==> src/rtl/glb_pkg.sv <==
// glb_pkg: shared widths and FSM encoding for the GLB-to-LB tile fetcher.
package glb_pkg;
  localparam int GLB_ADDR_W = 16;
  localparam int GLB_DATA_W = 128;
  localparam int TILE_DIM_W = 5;

  typedef enum logic [2:0] {
    IDLE  = 3'b001,
    FETCH = 3'b010,
    DRAIN = 3'b100
  } state_e;
endpackage

==> src/rtl/glb2lb_fifo.sv <==
// glb2lb_fifo: first-word-fall-through skid FIFO.
// head_o is meaningful only while count_o is nonzero.
module glb2lb_fifo #(
  parameter int DEPTH = 4,
  parameter int WIDTH = 129,
  localparam int CW = $clog2(DEPTH + 1),
  localparam int PW = (DEPTH > 1) ? $clog2(DEPTH) : 1
) (
  input  logic             clk_i,
  input  logic             rst_i,
  input  logic             push_i,
  input  logic             pop_i,
  input  logic [WIDTH-1:0] din_i,
  output logic [WIDTH-1:0] head_o,
  output logic [CW-1:0]    count_o
);
  logic [WIDTH-1:0] mem_q [DEPTH];
  logic [PW-1:0]    wr_q;
  logic [PW-1:0]    rd_q;
  logic [CW-1:0]    cnt_q;

  function automatic logic [PW-1:0] inc(
    input logic [PW-1:0] p
  );
    return (p == PW'(DEPTH - 1)) ? '0 : p + 1'b1;
  endfunction

  always_ff @(posedge clk_i) begin
    if (rst_i) begin
      wr_q  <= '0;
      rd_q  <= '0;
      cnt_q <= '0;
    end else begin
      if (push_i) wr_q <= inc(wr_q);
      if (pop_i)  rd_q <= inc(rd_q);
      unique case ({push_i, pop_i})
        2'b10:   cnt_q <= cnt_q + 1'b1;
        2'b01:   cnt_q <= cnt_q - 1'b1;
        default: ;
      endcase
    end
  end

  always_ff @(posedge clk_i) begin
    if (push_i) mem_q[wr_q] <= din_i;
  end

  assign head_o  = mem_q[rd_q];
  assign count_o = cnt_q;
endmodule

==> src/rtl/glb_2_lb.sv <==
// glb_2_lb: streams a row-major GLB tile into the line buffer.
// Define GLB2LB_PERF_CNT_EN to add the stall_cycles counter output.
module glb_2_lb
  import glb_pkg::*;
#(
  parameter int RD_LATENCY = 1,
  parameter int FIFO_DEPTH = 4
) (
  input  logic                  clock,
  input  logic                  rst,
  input  logic                  start,
  input  logic [GLB_ADDR_W-1:0] if_base_addr,
  input  logic [GLB_ADDR_W-1:0] if_page_length,
  input  logic [TILE_DIM_W-1:0] if_tile_length,
  input  logic [TILE_DIM_W-1:0] if_tile_height,
  output logic                  busy,
  output logic                  done,
  output logic                  rd_en,
  output logic [GLB_ADDR_W-1:0] rd_addr,
  input  logic [GLB_DATA_W-1:0] rd_data,
  output logic                  lb_valid,
  input  logic                  lb_ready,
  output logic [GLB_DATA_W-1:0] lb_data,
  output logic                  lb_last
`ifdef GLB2LB_PERF_CNT_EN
  ,
  output logic [15:0]           stall_cycles
`endif
);
  localparam int CW   = $clog2(FIFO_DEPTH + 1);
  localparam int PADW = GLB_ADDR_W - TILE_DIM_W;

  state_e                state_q, state_d;
  logic [GLB_ADDR_W-1:0] base_q, page_q;
  logic [TILE_DIM_W-1:0] len_q, hgt_q;
  logic [TILE_DIM_W-1:0] cnt_h_q, cnt_h_d;
  logic [TILE_DIM_W-1:0] cnt_v_q, cnt_v_d;
  logic [RD_LATENCY-1:0] vld_q, tag_q;
  logic [CW-1:0]         infl_q, fifo_cnt;
  logic                  done_q, done_d;
  logic                  accept, nz, row_end, last_rd;
  logic                  push, pop, credit_ok;
  logic [GLB_DATA_W:0]   head;

  assign accept  = (state_q == IDLE) && start;
  assign nz      = (|if_tile_length) && (|if_tile_height);
  assign row_end = cnt_h_q == len_q - 1'b1;
  assign last_rd = row_end && (cnt_v_q == hgt_q - 1'b1);
  assign push    = vld_q[RD_LATENCY-1];
  assign pop     = lb_valid && lb_ready;
  // Pops free a credit only once fifo_cnt has actually dropped
  assign credit_ok =
    (32'(fifo_cnt) + 32'(infl_q)) < FIFO_DEPTH;

  always_comb begin
    state_d = state_q;
    cnt_h_d = cnt_h_q;
    cnt_v_d = cnt_v_q;
    done_d  = 1'b0;
    rd_en   = 1'b0;
    unique case (state_q)
      IDLE: begin
        if (start && !nz) begin
          done_d = 1'b1;
        end else if (start) begin
          state_d = FETCH;
          cnt_h_d = '0;
          cnt_v_d = '0;
        end
      end
      FETCH: begin
        if (credit_ok) begin
          rd_en = 1'b1;
          if (last_rd) begin
            state_d = DRAIN;
          end else if (row_end) begin
            cnt_h_d = '0;
            cnt_v_d = cnt_v_q + 1'b1;
          end else begin
            cnt_h_d = cnt_h_q + 1'b1;
          end
        end
      end
      DRAIN: begin
        if (pop && lb_last) begin
          state_d = IDLE;
          done_d  = 1'b1;
        end
      end
      default: state_d = IDLE;
    endcase
  end

  always_ff @(posedge clock) begin
    if (rst) begin
      state_q <= IDLE;
      cnt_h_q <= '0;
      cnt_v_q <= '0;
      base_q  <= '0;
      page_q  <= '0;
      len_q   <= '0;
      hgt_q   <= '0;
      vld_q   <= '0;
      tag_q   <= '0;
      infl_q  <= '0;
      done_q  <= 1'b0;
    end else begin
      state_q <= state_d;
      cnt_h_q <= cnt_h_d;
      cnt_v_q <= cnt_v_d;
      done_q  <= done_d;
      if (accept && nz) begin
        base_q <= if_base_addr;
        page_q <= if_page_length;
        len_q  <= if_tile_length;
        hgt_q  <= if_tile_height;
      end
      vld_q[0] <= rd_en;
      tag_q[0] <= rd_en && last_rd;
      for (int i = 1; i < RD_LATENCY; i++) begin
        vld_q[i] <= vld_q[i-1];
        tag_q[i] <= tag_q[i-1];
      end
      if (rd_en && !push)
        infl_q <= infl_q + 1'b1;
      else if (!rd_en && push)
        infl_q <= infl_q - 1'b1;
    end
  end

  assign rd_addr = base_q
    + GLB_ADDR_W'({{PADW{1'b0}}, cnt_v_q} * page_q)
    + {{PADW{1'b0}}, cnt_h_q};

  glb2lb_fifo #(
    .DEPTH (FIFO_DEPTH),
    .WIDTH (GLB_DATA_W + 1)
  ) u_fifo (
    .clk_i   (clock),
    .rst_i   (rst),
    .push_i  (push),
    .pop_i   (pop),
    .din_i   ({tag_q[RD_LATENCY-1], rd_data}),
    .head_o  (head),
    .count_o (fifo_cnt)
  );

  assign lb_valid = fifo_cnt != '0;
  assign lb_last  = lb_valid && head[GLB_DATA_W];
  assign lb_data  = lb_valid ? head[GLB_DATA_W-1:0] : '0;
  assign busy     = state_q != IDLE;
  assign done     = done_q;

`ifdef GLB2LB_PERF_CNT_EN
  logic [15:0] stall_q;

  always_ff @(posedge clock) begin
    if (rst || accept)
      stall_q <= '0;
    else if (busy && lb_valid && !lb_ready
             && stall_q != 16'hFFFF)
      stall_q <= stall_q + 1'b1;
  end

  assign stall_cycles = stall_q;
`endif
endmodule

==> config.mk <==
export PLATFORM = sky130hd
export DESIGN_NAME = glb_2_lb
export DESIGN_NICKNAME = d
export VERILOG_FILES = /design/src/rtl/glb_pkg.sv /design/src/rtl/glb2lb_fifo.sv /design/src/rtl/glb_2_lb.sv
export SDC_FILE = /design/constraint.sdc
export NUM_CORES = 1
export LEC_CHECK = 0
export CORE_MARGIN = 2
export CORE_UTILIZATION = 50
export CTS_BUF_LIST = sky130_fd_sc_hd__clkbuf_2
export DETAILED_ROUTE_END_ITERATION = 12
export GPL_ROUTABILITY_DRIVEN = 1
export PLACE_DENSITY = 0.73
export SYNTH_ARGS = -nofsm -noshare
export SYNTH_HDL_FRONTEND = slang
export SYNTH_SLANG_ARGS = --single-unit
==> constraint.sdc <==
create_clock -name clock -period 5.8 [get_ports clock]
set_input_delay 0.58 -clock clock [delete_from_list [all_inputs] [get_ports clock]]
set_output_delay 0.58 -clock clock [all_outputs]
set_load 0.01 [all_outputs]
; ---- After elaboration in Yosys (flattened, before gate mapping)
; Memory sizes are Yosys's and may differ from the RTL's. A register that Yosys moved wholly into a read port is not among the register bits.
; Index checks and enable logic that the tools add are counted.
[word_totals]
regBits = 68
ramBits = 516
inputBits = 174
out_inout_bits = 149
word_cells = 101
mem_count = 1
[op_classes]
n_addsub = 13
multipliers = 1
n_lt_le_gt_ge = 1
eq_ne = 17
n_mux = 31
n_reduce_logical = 23
[memory_table]
columns = name, depth, word_bits, read_ports, rd_ports_with_merged_regs, wr, line_no
row1 = u_fifo.mem_q, 4, 129, 1, 1, 1, glb2lb_fifo.sv:17  ; logic [WIDTH-1:0] mem_q [DEPTH];
[op_table]
columns = op, n
row1 = two-way mux 128 bit, 1
row2 = two-way mux 5 bit, 8
row3 = two-way mux 3 bit, 7
row4 = one-hot mux 5 bit (2 select lines), 2
row5 = adder 16 bit, 1
row6 = adder 16 x 5 -> 16 bit, 1
row7 = multiplier 5 x 16 -> 16 bit, 1
row8 = "!= test 2 bit, second input constant", 7
row9 = logical AND 1 bit, 11
row10 = "adder 5 x 1 -> 5 bit, second input constant", 2
row11 = equality test 5 bit, 2
row12 = AND reduction 5 bit, 2
row13 = OR reduction 5 bit, 2
row14 = "subtractor 5 x 1 -> 5 bit, second input constant", 2
row15 = one-hot mux 3 bit (3 select lines), 1
row16 = two-way mux 2 bit, 4
row17 = "adder 3 x 1 -> 3 bit, second input constant", 2
row18 = "equality test 2 bit, second input constant", 3
row19 = two-way mux 1 bit, 6
row20 = one-hot mux 3 bit (2 select lines), 1
row21 = AND reduction 6 bit, 1
row22 = nonzero test 2 bit, 3
row23 = "subtractor 3 x 1 -> 3 bit, second input constant", 2
row24 = "adder 2 x 1 -> 2 bit, second input constant", 2
row25 = other kinds (10), 12

; ---- Depth between registers and ports, before layout
; Gate-level depths: netlist (run 1).
[logic_depth]
word_depth = 8
mapped_depth = 19
ltp_nobuf = 17

; ---- Modules after synthesis
; A second synthesis (run 1) with hierarchy kept.
[hier_totals]
cells_unflattened = 1492
hier_area_um2 = 25343.1
[by_module_without_submodules]
columns = mod, instances, cells_per_inst, area_each_um2, seq_area_each_um2
row1 = glb2lb_fifo, 1, 715, 19050.8, 15675.0
row2 = glb_2_lb, 1, 777, 6292.3, 1221.2

; ---- Least setup slack after synthesis (run 1)
; No wires, ideal clock.
[synth_path]
path_kind = reg2out
from = reg cnt_v_q[0]
to = out rd_addr[11]
arrival_ps = 4378
required_ps = 5220
path_slack_ps = 842
path_stages_with_launch = 18
path_buffers = 2
cell_sequence = dfxtp_1 > buf_2 > clkbuf_1 > nand2_1 > fa_1 > fa_1 > inv_1 > fa_1 > inv_1 > fa_1 > inv_1 > ha_1 > nor2b_1 > o31a_1 > o41ai_1 > o21bai_1 > a21oi_1 > xnor2_1
[synth_between]
elab_chain_len = 3
[synth_rtl]
columns = element, line_no
row1 = start: declaration, glb_2_lb.sv:37  ; logic [TILE_DIM_W-1:0] cnt_v_q, cnt_v_d;
row2 = start signal: assignment, glb_2_lb.sv:110  ; cnt_v_q <= cnt_v_d;
row3 = multiplier 5 x 16 -> 16 bit, glb_2_lb.sv:132  ; + GLB_ADDR_W'({{PADW{1'b0}}, cnt_v_q} * page_q)
row4 = adder 16 bit, glb_2_lb.sv:132
row5 = adder 16 x 5 -> 16 bit, glb_2_lb.sv:133  ; + {{PADW{1'b0}}, cnt_h_q};
row6 = end: declaration, glb_2_lb.sv:19  ; output logic [GLB_ADDR_W-1:0] rd_addr,
; No other way between the ends.

; ---- Worst setup path after layout (run 1)
[layout_path]
from = reg page_q[3]
to = out rd_addr[15]
[layout_between]
elab_chain_len = 3
[layout_rtl]
columns = element, line_no
row1 = start: declaration, glb_2_lb.sv:34  ; logic [GLB_ADDR_W-1:0] base_q, page_q;
row2 = start signal: assignment, glb_2_lb.sv:114  ; page_q <= if_page_length;
row3 = multiplier 5 x 16 -> 16 bit, glb_2_lb.sv:132
row4 = adder 16 bit, glb_2_lb.sv:132
row5 = adder 16 x 5 -> 16 bit, glb_2_lb.sv:133
; No other way between the ends.

==> results of run 1 <==
Yosys cell counts, types with 2 or more instances:
| master | count | area [sq um] |
|---|---|---|
| nand3_1 | 3 | 15.01 |
| ha_1 | 45 | 563.0 |
| or4_4 | 2 | 22.52 |
| nand2b_1 | 2 | 12.51 |
| edfxtp_1 | 516 | 15490 |
| nand2_1 | 116 | 435.4 |
| a211oi_1 | 4 | 30.03 |
| o21ai_0 | 13 | 65.06 |
| xnor2_1 | 23 | 201.4 |
| a21o_1 | 2 | 15.01 |
| o211ai_1 | 3 | 22.52 |
| nor2_2 | 3 | 18.77 |
| dfxtp_1 | 70 | 1401 |
| a21oi_1 | 60 | 300.3 |
| mux2i_1 | 6 | 60.06 |
| inv_1 | 83 | 311.6 |
| fa_1 | 54 | 1081 |
| nor2b_1 | 2 | 12.51 |
| nor3b_4 | 2 | 37.54 |
| nor2_1 | 29 | 108.9 |
| or3_1 | 7 | 43.79 |
| buf_1 | 5 | 18.77 |
| o41ai_1 | 2 | 17.52 |
| a21boi_1 | 3 | 22.52 |
| mux4_2 | 129 | 2905 |
| clkbuf_1 | 41 | 153.9 |
| xor2_1 | 17 | 148.9 |
| nand4_1 | 5 | 31.28 |
| o21a_1 | 3 | 22.52 |
| o22ai_1 | 3 | 18.77 |
| a31oi_1 | 4 | 25.02 |
| buf_2 | 19 | 95.09 |
| o31a_1 | 3 | 26.28 |
| and2_1 | 185 | 1157 |
| nor3_1 | 9 | 45.04 |
worst register-to-register path, stage by stage, from the launching register on:
cell and delay (ns):
dfxtp_1 0.41, or3_4 0.83, nand2_1 0.24, inv_1 0.14
ha_1 0.18, inv_1 0.06, fa_1 0.37, xor2_1 0.18
or3_1 0.30, a21oi_1 0.14
through the flow:
stage / setup WS [ns] / utilization [%]
floorplan: 0.8416 / -
global placement: 0.4517 / 58.34
detailed placement: 0.4164 / 58.34
CTS: -0.5047 / 65.68
global route: -0.5469 / 66.12
finish: -0.2162 / 66.12
where the power goes:
part	switching, mW	internal (mW)	total (mW)
Clock	1.67	1.17	2.84
Combinational	0.256	0.335	0.591
Sequential	0.0324	4.60	4.64
Total	1.96	6.11	8.06
layout make-up:
class                   instances  share of cell area (%)
diodes                          5                 0.03787
clock buffers                 214                   3.242
clock inverters                37                  0.8710
inverters                      84                  0.9619
multi-input cells             756                   24.08
flip-flops and latches        586                   51.21
well taps                     672                   2.545
repair buffers                575                   17.05
kinds of logic (layout without fill, tap and decap cells):
group           count (synthesis)  after routing
compound gates                108            108
xor+xnor                       40             40
fa+ha+maj                      99             99
buf+inv                       151            910
flops                         586            586
mux                           135            135
other cells                     0              5
simple gates                  374            374
layer usage:
layer	vias to the layer above	share of wire [%]
li1	6985	-
met1	7824	39
met2	605	50
met3	119	8.5
met4	12	2.5
met5	-	0.11
flip-flops by register name, indices dropped and copies added (netlist names), named ones only:
signal          cells
cnt_h_q             5
u_fifo.count_o      3
page_q             16
done                1
u_fifo.mem_q      516
push                1
tag_q               1
state_q             3
len_q               5
cnt_v_q             5
hgt_q               5
u_fifo.wr_q         2
u_fifo.rd_q         2
infl_q              3
base_q             16
timing repair:
| item | in CTS | in global routing |
|---|---|---|
| pin swaps | 15 | 27 |
| endpoints found under the setup margin | 12 | 11 |
| buffers inserted | 16 | 9 |
| gates resized for setup | 69 | 43 |
| gates cloned | 0 | 0 |
| hold buffers | 208 | 0 |
| hold endpoints to repair | 574 | 0 |
path summary, 6_finish.rpt:
check        cells past startpoint  slack (ns)              start                  end
max                             17       -0.22          page_q[3]          rd_addr[15]
min                              2        0.45        rd_data[72]  u_fifo.mem_q[2][72]
max reg2reg                      9        2.82  u_fifo.count_o[0]    u_fifo.count_o[2]
min reg2reg                      2        0.47          base_q[4]            base_q[4]
==> impl_metrics.tcl, run 1 <==
set metrics [dict create \
    cts_buffers 149 \
    synthArstFlopShare_pct 0 \
    required_ns 5.22 \
    synth_compound_area_share_pct 2.769 \
    h-tree-depth 4 \
    grt_use_met3_pct 8.957 \
    grtUsageTotal_pct 23.90 \
    cp_common_cell "fa_1" \
    p_per_area_mw_per_mm2 244.0 \
    seq_area_sq_mm 0.01692 \
    clock_tree.root_cell "clkbuf_2" \
    antenna_left 0 \
    syn2layout_area_growth_pct 31.26 \
    design_area_sq_mm 0.03304 \
    grt_max_degree 88 \
    crit_chain "nand2_2, fa_1, fa_1, inv_1, fa_1, inv_2, fa_1, inv_2, ha_4, nor2b_4, o31a_1, buf_4, o21a_1, o21ai_2, a31oi_4, xnor2_1, buf_2" \
    finalCriticalPeriod_ns 6.016 \
    status "finished, violations left" \
    layout-drive-gt1-share_pct 21.80 \
    drt_iter0_drc 1022 \
    die_area_sq_mm 0.05215 \
    startpoint_type "register" \
    place_congestion 0.8187 \
    critical_path_class "register to output port" \
    cts_tree "built" \
    antenna_found_initial 11 \
    p_leak_nw 11.67 \
    path_buf_inv 5 \
    wl_microns 61190 \
    met2_usage_pct 39.28 \
    ir_worst_vdd_mv 0.2143 \
    synth_xor_area_share_pct 1.392 \
    vias 15550 \
    yosys_warnings 0 \
    syn_area_per_cell_sq_um 16.86 \
    final_max_slew_viol_count 0 \
    drt_pass1_iterations 5 \
    synth_fa_ha_area_share_pct 6.532 \
    yosysSeqAreaShare_pct 67.13 \
    max_stage_delay_ns 0.51 \
    cap_violations 0 \
    tightestPinTransition_ns 1.039 \
    syn_area_sq_mm 0.02517 \
    synth_cell_type_count 55 \
    max_freq_mhz 166.2 \
    dieWidth_microns 228.4 \
    dp_hpwl_microns 35370 \
    final_common_cell "edfxtp_1" \
    end_kind "output port" \
    dp.cells 2441 \
    synth_edf_count 516 \
    multi_input_area_sq_mm 0.007956 \
    cts_sinks 586 \
    tns_ns -1.093 \
    hp-class "input port to register" \
    fillCellCount 3416 \
    setup_violations 7 \
    die_h_microns 228.4 \
    hold_slack_ns 0.4463 \
    synthFlopType "edfxtp_1" \
    start_util_pct 50.38 \
    ys_seq_elements 586 \
    clk_latency_ns 1.29 \
    period_share_pct 103.7 \
    crit_slowest_cell "fa_1" \
    hold_viol_final 0 \
    ios 323 \
    critPathTopFamily "adder cells" \
    wl_per_cell_microns 20.89 \
    synthSimpleGateAreaFrac_pct 8.008 \
    synthCells 1493 \
    cts.clk_slew.worst_paths_ns 0.12 \
    vias_per_cell 5.307 \
    synthMuxAreaShare_pct 11.78 \
    portBuffers 322 \
    overflow 0 \
    rows 82 \
    instances_no_fill 2929 \
    grt_pass1_wl_microns 93760 \
    top_usage_layer "met2" \
    total_power_mw 8.063 \
    layout.nets 2425 \
    synth_top_family_by_area "multiplexers" \
    use_met1_pct 28.51 \
    critPathArrivalTime_ns 5.44 \
    drc 0 \
    cts_buffer_depth 3 \
    mostFrequentLayoutCells "516 x edfxtp_1, 309 x clkdlybuf4s50_1, 214 x clkbuf_2" \
    timing.slew.headroom_pct 30.71 \
    cp_max_fo 3 \
    violations "setup timing" \
    rsz0062_at_grt "yes" \
    place_area_sq_mm 0.02915 \
    syn_nets 1766 \
    core_area_sq_mm 0.04997 \
    worst_slack_ns -0.2162 \
    skew_ns 0.1316 \
    grt_pass1_vias 17090 \
]
Note: power is estimated with default switching activity, not from simulation.
==> run 2, diff against run 1 <==
clock period = 7.1 ns   (was 5.8 ns; I/O delays follow)
==> run 2 against run 1 <==
Effect of this change:
- the flow now finishes without violations
- largest cell class unchanged
- count of clock-buffer cells in the layout down 8
- total power fell by 20%
- hold slack got worse by 0.23 ns
- final cell count is 1.6% lower
- critical path depth is 1 lower
- highest routed layer unchanged
- core utilization fell by 1.5 points
==> impl_metrics.tcl, run 2 (synthesized netlist as in run 1, its figures left out) <==
set metrics [dict create \
    overflow 0 \
    clock_power_share_pct 34.5 \
    dieWidth_microns 228.4 \
    die_h_microns 228.4 \
    rows 82 \
    start_util_pct 50.38 \
    worst_slack_ns 0.3460 \
    clock_tree.root_cell "clkbuf_2" \
    fillCellCount 3508 \
    vias 15080 \
    total_power_mw 6.468 \
    h-tree-depth 4 \
    timing.slew.headroom_pct 25.14 \
    required_ns 6.39 \
    dp_slack_ns 1.265 \
    startpoint_type "register" \
    critical_path_class "register to output port" \
    intPower_mw 4.885 \
    tightestPinTransition_ns 1.123 \
    top_register "u_fifo.mem_q" \
    design_area_sq_mm 0.03231 \
    finalCriticalPeriod_ns 6.754 \
    end_kind "output port" \
    cts.clk_slew.worst_paths_ns 0.10 \
    switching_power_mw 1.583 \
    drc 0 \
    ir_worst_vdd_mv 0.1664 \
    cts_setup_buffers 0 \
    grt_pass1_wl_microns 90310 \
    multi_input_area_sq_mm 0.007706 \
    cts_sinks 586 \
    drt_pass1_iterations 5 \
    cts_buffer_depth 3 \
    clk_latency_ns 1.27 \
    place_area_sq_mm 0.02910 \
    grtUsageTotal_pct 22.90 \
    wl_microns 57920 \
    max_freq_mhz 148.1 \
    layout.nets 2370 \
    drt_iter0_drc 799 \
    largest_reg_flops 516 \
    critPathArrivalTime_ns 6.04 \
    cp_max_fo 19 \
    wl_per_cell_microns 20.10 \
    pwr-share-seq_pct 58.6 \
    cts_buffers 148 \
    period_share_pct 95.13 \
    tns_ns 0 \
    p_per_area_mw_per_mm2 200.2 \
    status "completed" \
    ios 323 \
    hold_viol_final 0 \
    grt_pass1_vias 16330 \
    dp_hpwl_microns 34720 \
    seq_area_sq_mm 0.01691 \
    top_regs "u_fifo.mem_q: 516 flops, base_q: 16 flops, page_q: 16 flops" \
    syn2layout_area_growth_pct 28.37 \
    layout-drive-gt1-share_pct 18.00 \
    rsz0062_at_grt "no" \
    cts_tree "built" \
    power_switching_share_pct 24.47 \
    setup_violations 0 \
    final_max_slew_viol_count 0 \
    final_common_cell "edfxtp_1" \
    antenna_left 0 \
    cap_violations 0 \
    antenna_found_initial 13 \
    grt_max_degree 110 \
    p_leak_nw 11.32 \
    core_area_sq_mm 0.04997 \
    skew_ns 0.1054 \
    mostFrequentLayoutCells "516 x edfxtp_1, 321 x clkdlybuf4s50_1, 206 x clkbuf_2" \
    portBuffers 322 \
    hp-class "input port to register" \
    place_congestion 0.8187 \
    comb_power_share_pct 7.0 \
    die_area_sq_mm 0.05215 \
    vias_per_cell 5.235 \
]
-- run 2: per-layer routing --
layer  track usage (%)  vias to the layer above  routed length (microns)  share of wire, %
met1             28.09                     7540                    23360                40
met2             37.20                      542                    28320                49
met4             9.743                       10                     1537               2.7
li1                  -                     6875                        -                 -
met5                 0                        -                       66              0.11
met3             7.947                      116                     4640               8.0
-- run 2: cell type report --
| class | count | share of cell area [%] |
|---|---|---|
| inverters | 84 | 0.9836 |
| flip-flops and latches | 586 | 52.35 |
| repair buffers | 521 | 16.09 |
| multi-input cells | 756 | 23.85 |
| diodes | 9 | 0.06970 |
| well taps | 672 | 2.602 |
| clock buffers | 206 | 3.191 |
| clock inverters | 47 | 0.8635 |
-- run 2: power groups by stage --
stage / registers, mW / clock network [mW] / logic, mW
finish: 3.79 / 2.23 / 0.451
global route: 3.79 / 2.47 / 0.490
CTS: 3.79 / 2.30 / 0.451
detailed placement: 3.87 / 0 / 0.360
global placement: 3.87 / 0 / 0.351
floorplan: 3.86 / 0 / 0.160
-- run 2: worst paths after layout --
check                         start                  end  slack (ns)  depth (start not counted)
hold reg to reg           base_q[4]            base_q[4]        0.47                          2
setup / recovery         cnt_v_q[1]          rd_addr[15]        0.35                         16
hold / removal          rd_data[25]  u_fifo.mem_q[0][25]        0.21                          1
setup reg to reg  u_fifo.count_o[2]    u_fifo.count_o[2]        3.71                         10
-- run 2: critical path, cell delays in order, from the launching register on --
cell             delay [ns]
dfxtp_4                0.47
nand2_1                0.09
fa_1                   0.47
fa_1                   0.54
inv_1                  0.05
fa_1                   0.47
inv_1                  0.05
fa_1                   0.47
inv_1                  0.04
ha_1                   0.29
nor2b_1                0.16
o31a_1                 0.34
o21a_1                 0.22
o21ai_1                0.19
a31oi_1                0.15
xnor2_1                0.18
clkdlybuf4s50_1        0.60
-- run 2: what timing repair did --
| item | 4_1_cts | 5_1_grt |
|---|---|---|
| resized for setup | 5 | 4 |
| endpoints found under the setup margin | 7 | 5 |
| hold endpoints to repair | 557 | 0 |
| hold buffers | 185 | 0 |
-- run 2: per-stage QoR --
step | hold slack, ns | std cells | utilization, %
after floorplan | 0.4363 | 1493 | -
after global placement | 0.4480 | 2434 | 58.24
after detailed placement | 0.4560 | 2434 | 58.24
after CTS | 0.007525 | 2872 | 64.59
after global routing | 0.07275 | 2878 | 64.65
final | 0.2118 | 2881 | 64.67
==> run 3, diff against run 2 <==
==> constraint.sdc (replaced) <==
create_clock -name clock -period 8.35 [get_ports clock]
set_input_delay 0.835 -clock clock [delete_from_list [all_inputs] [get_ports clock]]
set_output_delay 0.835 -clock clock [all_outputs]
set_load 0.1 [all_outputs]
==> run 3 against run 2 <==
Effect of this change:
- combinational power down 4.9%
- first-iteration DRC count down 5.6%
- sequential share of layout area up 2.7 points
- cell area down 5.0%
- die area unchanged
- critical endpoint is now rd_addr[14]
==> impl_metrics.tcl, run 3 (synthesized netlist as in run 1, its figures left out) <==
set metrics [dict create \
    max_freq_mhz 128.2 \
    hold_viol_final 0 \
    largest_reg_flops 516 \
    drc 0 \
    layout-drive-gt1-share_pct 19.32 \
    wl_met2_microns 26750 \
    p_leak_nw 10.66 \
    dp_slack_ns 1.694 \
    critical_path_class "register to output port" \
    die_area_sq_mm 0.05215 \
    required_ns 7.52 \
    ios 323 \
    dr_wl_met3_microns 5103 \
    hp-class "input port to register" \
    design_area_sq_mm 0.03069 \
    wl_per_cell_microns 20.38 \
    total_power_mw 5.525 \
    cts_tree "built" \
    skew_ns 0.08110 \
    p_per_area_mw_per_mm2 180.0 \
    drt_pass1_iterations 5 \
    cts_buffer_depth 3 \
    start_util_pct 50.38 \
    syn2layout_area_growth_pct 21.92 \
    hp-start "if_tile_length[0]" \
    grt_max_degree 71 \
    layout.nets 2210 \
    cts_setup_buffers 0 \
    grtUsageTotal_pct 22.01 \
    place_area_sq_mm 0.02908 \
    tns_ns 0 \
    reg2reg_to "u_fifo.count_o[2]" \
    cp-endpoint "rd_addr[14]" \
    end_kind "output port" \
    clk_latency_ns 1.26 \
    instances_no_fill 2726 \
    top_layer "met5" \
    drt_iter0_drc 754 \
    vias_per_cell 5.240 \
    dieWidth_microns 228.4 \
    cts_buffers 147 \
    ir_worst_vdd_mv 0.1261 \
    fillCellCount 3775 \
    period_share_pct 93.42 \
    crit_path_start "cnt_v_q[0]" \
    top_regs "u_fifo.mem_q: 516 flops, base_q: 16 flops, page_q: 16 flops" \
    cap_violations 0 \
    core_area_sq_mm 0.04997 \
    top_register "u_fifo.mem_q" \
    status "completed" \
    finalCriticalPeriod_ns 7.801 \
    overflow 0 \
    antenna_found_initial 13 \
    cp_max_fo 20 \
    die_h_microns 228.4 \
    wl_met1_microns 22380 \
    final_max_slew_viol_count 0 \
    reg2regPathDepth 10 \
    finalCoreUtilization_pct 61.42 \
    antenna_left 0 \
    grt_pass1_vias 15400 \
    rows 82 \
    wl_microns 55540 \
    clock_tree.root_cell "clkbuf_2" \
    mostFrequentLayoutCells "516 x edfxtp_1, 319 x clkdlybuf4s50_1, 214 x clkbuf_2" \
    whs_path_depth 3 \
    dp.cells 2435 \
    tightestPinTransition_ns 1.122 \
    crit-reg2reg-launch "u_fifo.count_o[0]" \
    place_congestion 0.8258 \
    portBuffers 322 \
    rsz0062_at_grt "no" \
    critPathArrivalTime_ns 6.97 \
    setup_violations 0 \
    vias 14280 \
    h-tree-depth 4 \
    hold_slack_ns 0.1851 \
    dp_hpwl_microns 35290 \
    grt_pass1_wl_microns 86310 \
    worst_slack_ns 0.5493 \
    cts_sinks 586 \
    final_common_cell "edfxtp_1" \
    r2r_slack_ns 4.87 \
    timing.slew.headroom_pct 24.94 \
    cts.clk_slew.worst_paths_ns 0.09 \
    startpoint_type "register" \
]
[run 3: cell types whose count changed in the layout (fill, tap and decap cells not counted), sizes merged]
cell           delta
dlygate4sd3     -160
clkinvlp          -1
dlymetal6s2s      +2
buf               +1
clkbuf            +8
clkdlybuf4s50     -2
inv               -5
clkinv            +1
bufinv            +1
[run 3: timing repair]
item                                    CTS  global route
hold endpoints to repair                 25             0
endpoints found under the setup margin    0             2
resized for setup                         0             2
hold buffers                             25             0
[run 3: power breakdown]
| part | switching [mW] | internal, mW |
|---|---|---|
| Sequential | 0.0234 | 3.20 |
| Combinational | 0.261 | 0.168 |
| Clock | 1.10 | 0.778 |
| Total | 1.38 | 4.14 |
[run 3: worst min-delay path by stage]
stage / endpoint
floorplan: base_q[14]
global placement: base_q[4]
detailed placement: base_q[4]
CTS: page_q[13]
global route: base_q[11]
finish: len_q[0]
[run 3: layer usage]
metal	up-vias	GRT usage, %
met4	16	7.067
met5	-	0
met2	439	34.50
met1	7170	27.47
met3	102	9.993
li1	6557	-
[run 3: cell type report]
class                           instances  area, sq um  area share (%)
Antenna cell                            9        22.52         0.07339
Clock buffer                          214         1071           3.490
Clock inverter                         43        259.0          0.8440
Inverter                               84        317.8           1.036
Multi-Input combinational cell        756         7687           25.05
Sequential cell                       586        16900           55.08
Tap cell                              672        840.8           2.740
Timing Repair Buffer                  362         3586           11.69
[run 3: worst max-delay path: stages (launching register included)]
cell and delay, ns:
dfxtp_1 0.78, nand2_1 0.16, fa_1 0.52, fa_1 0.54, inv_1 0.05, fa_1 0.47
inv_1 0.05, fa_1 0.47, inv_1 0.04, ha_1 0.28, o21ai_0 0.08, nor2_1 0.09
o31ai_1 0.33, nand2b_1 0.14, a31oi_1 0.26, o21ai_0 0.15, xor2_1 0.16, clkdlybuf4s50_1 1.15
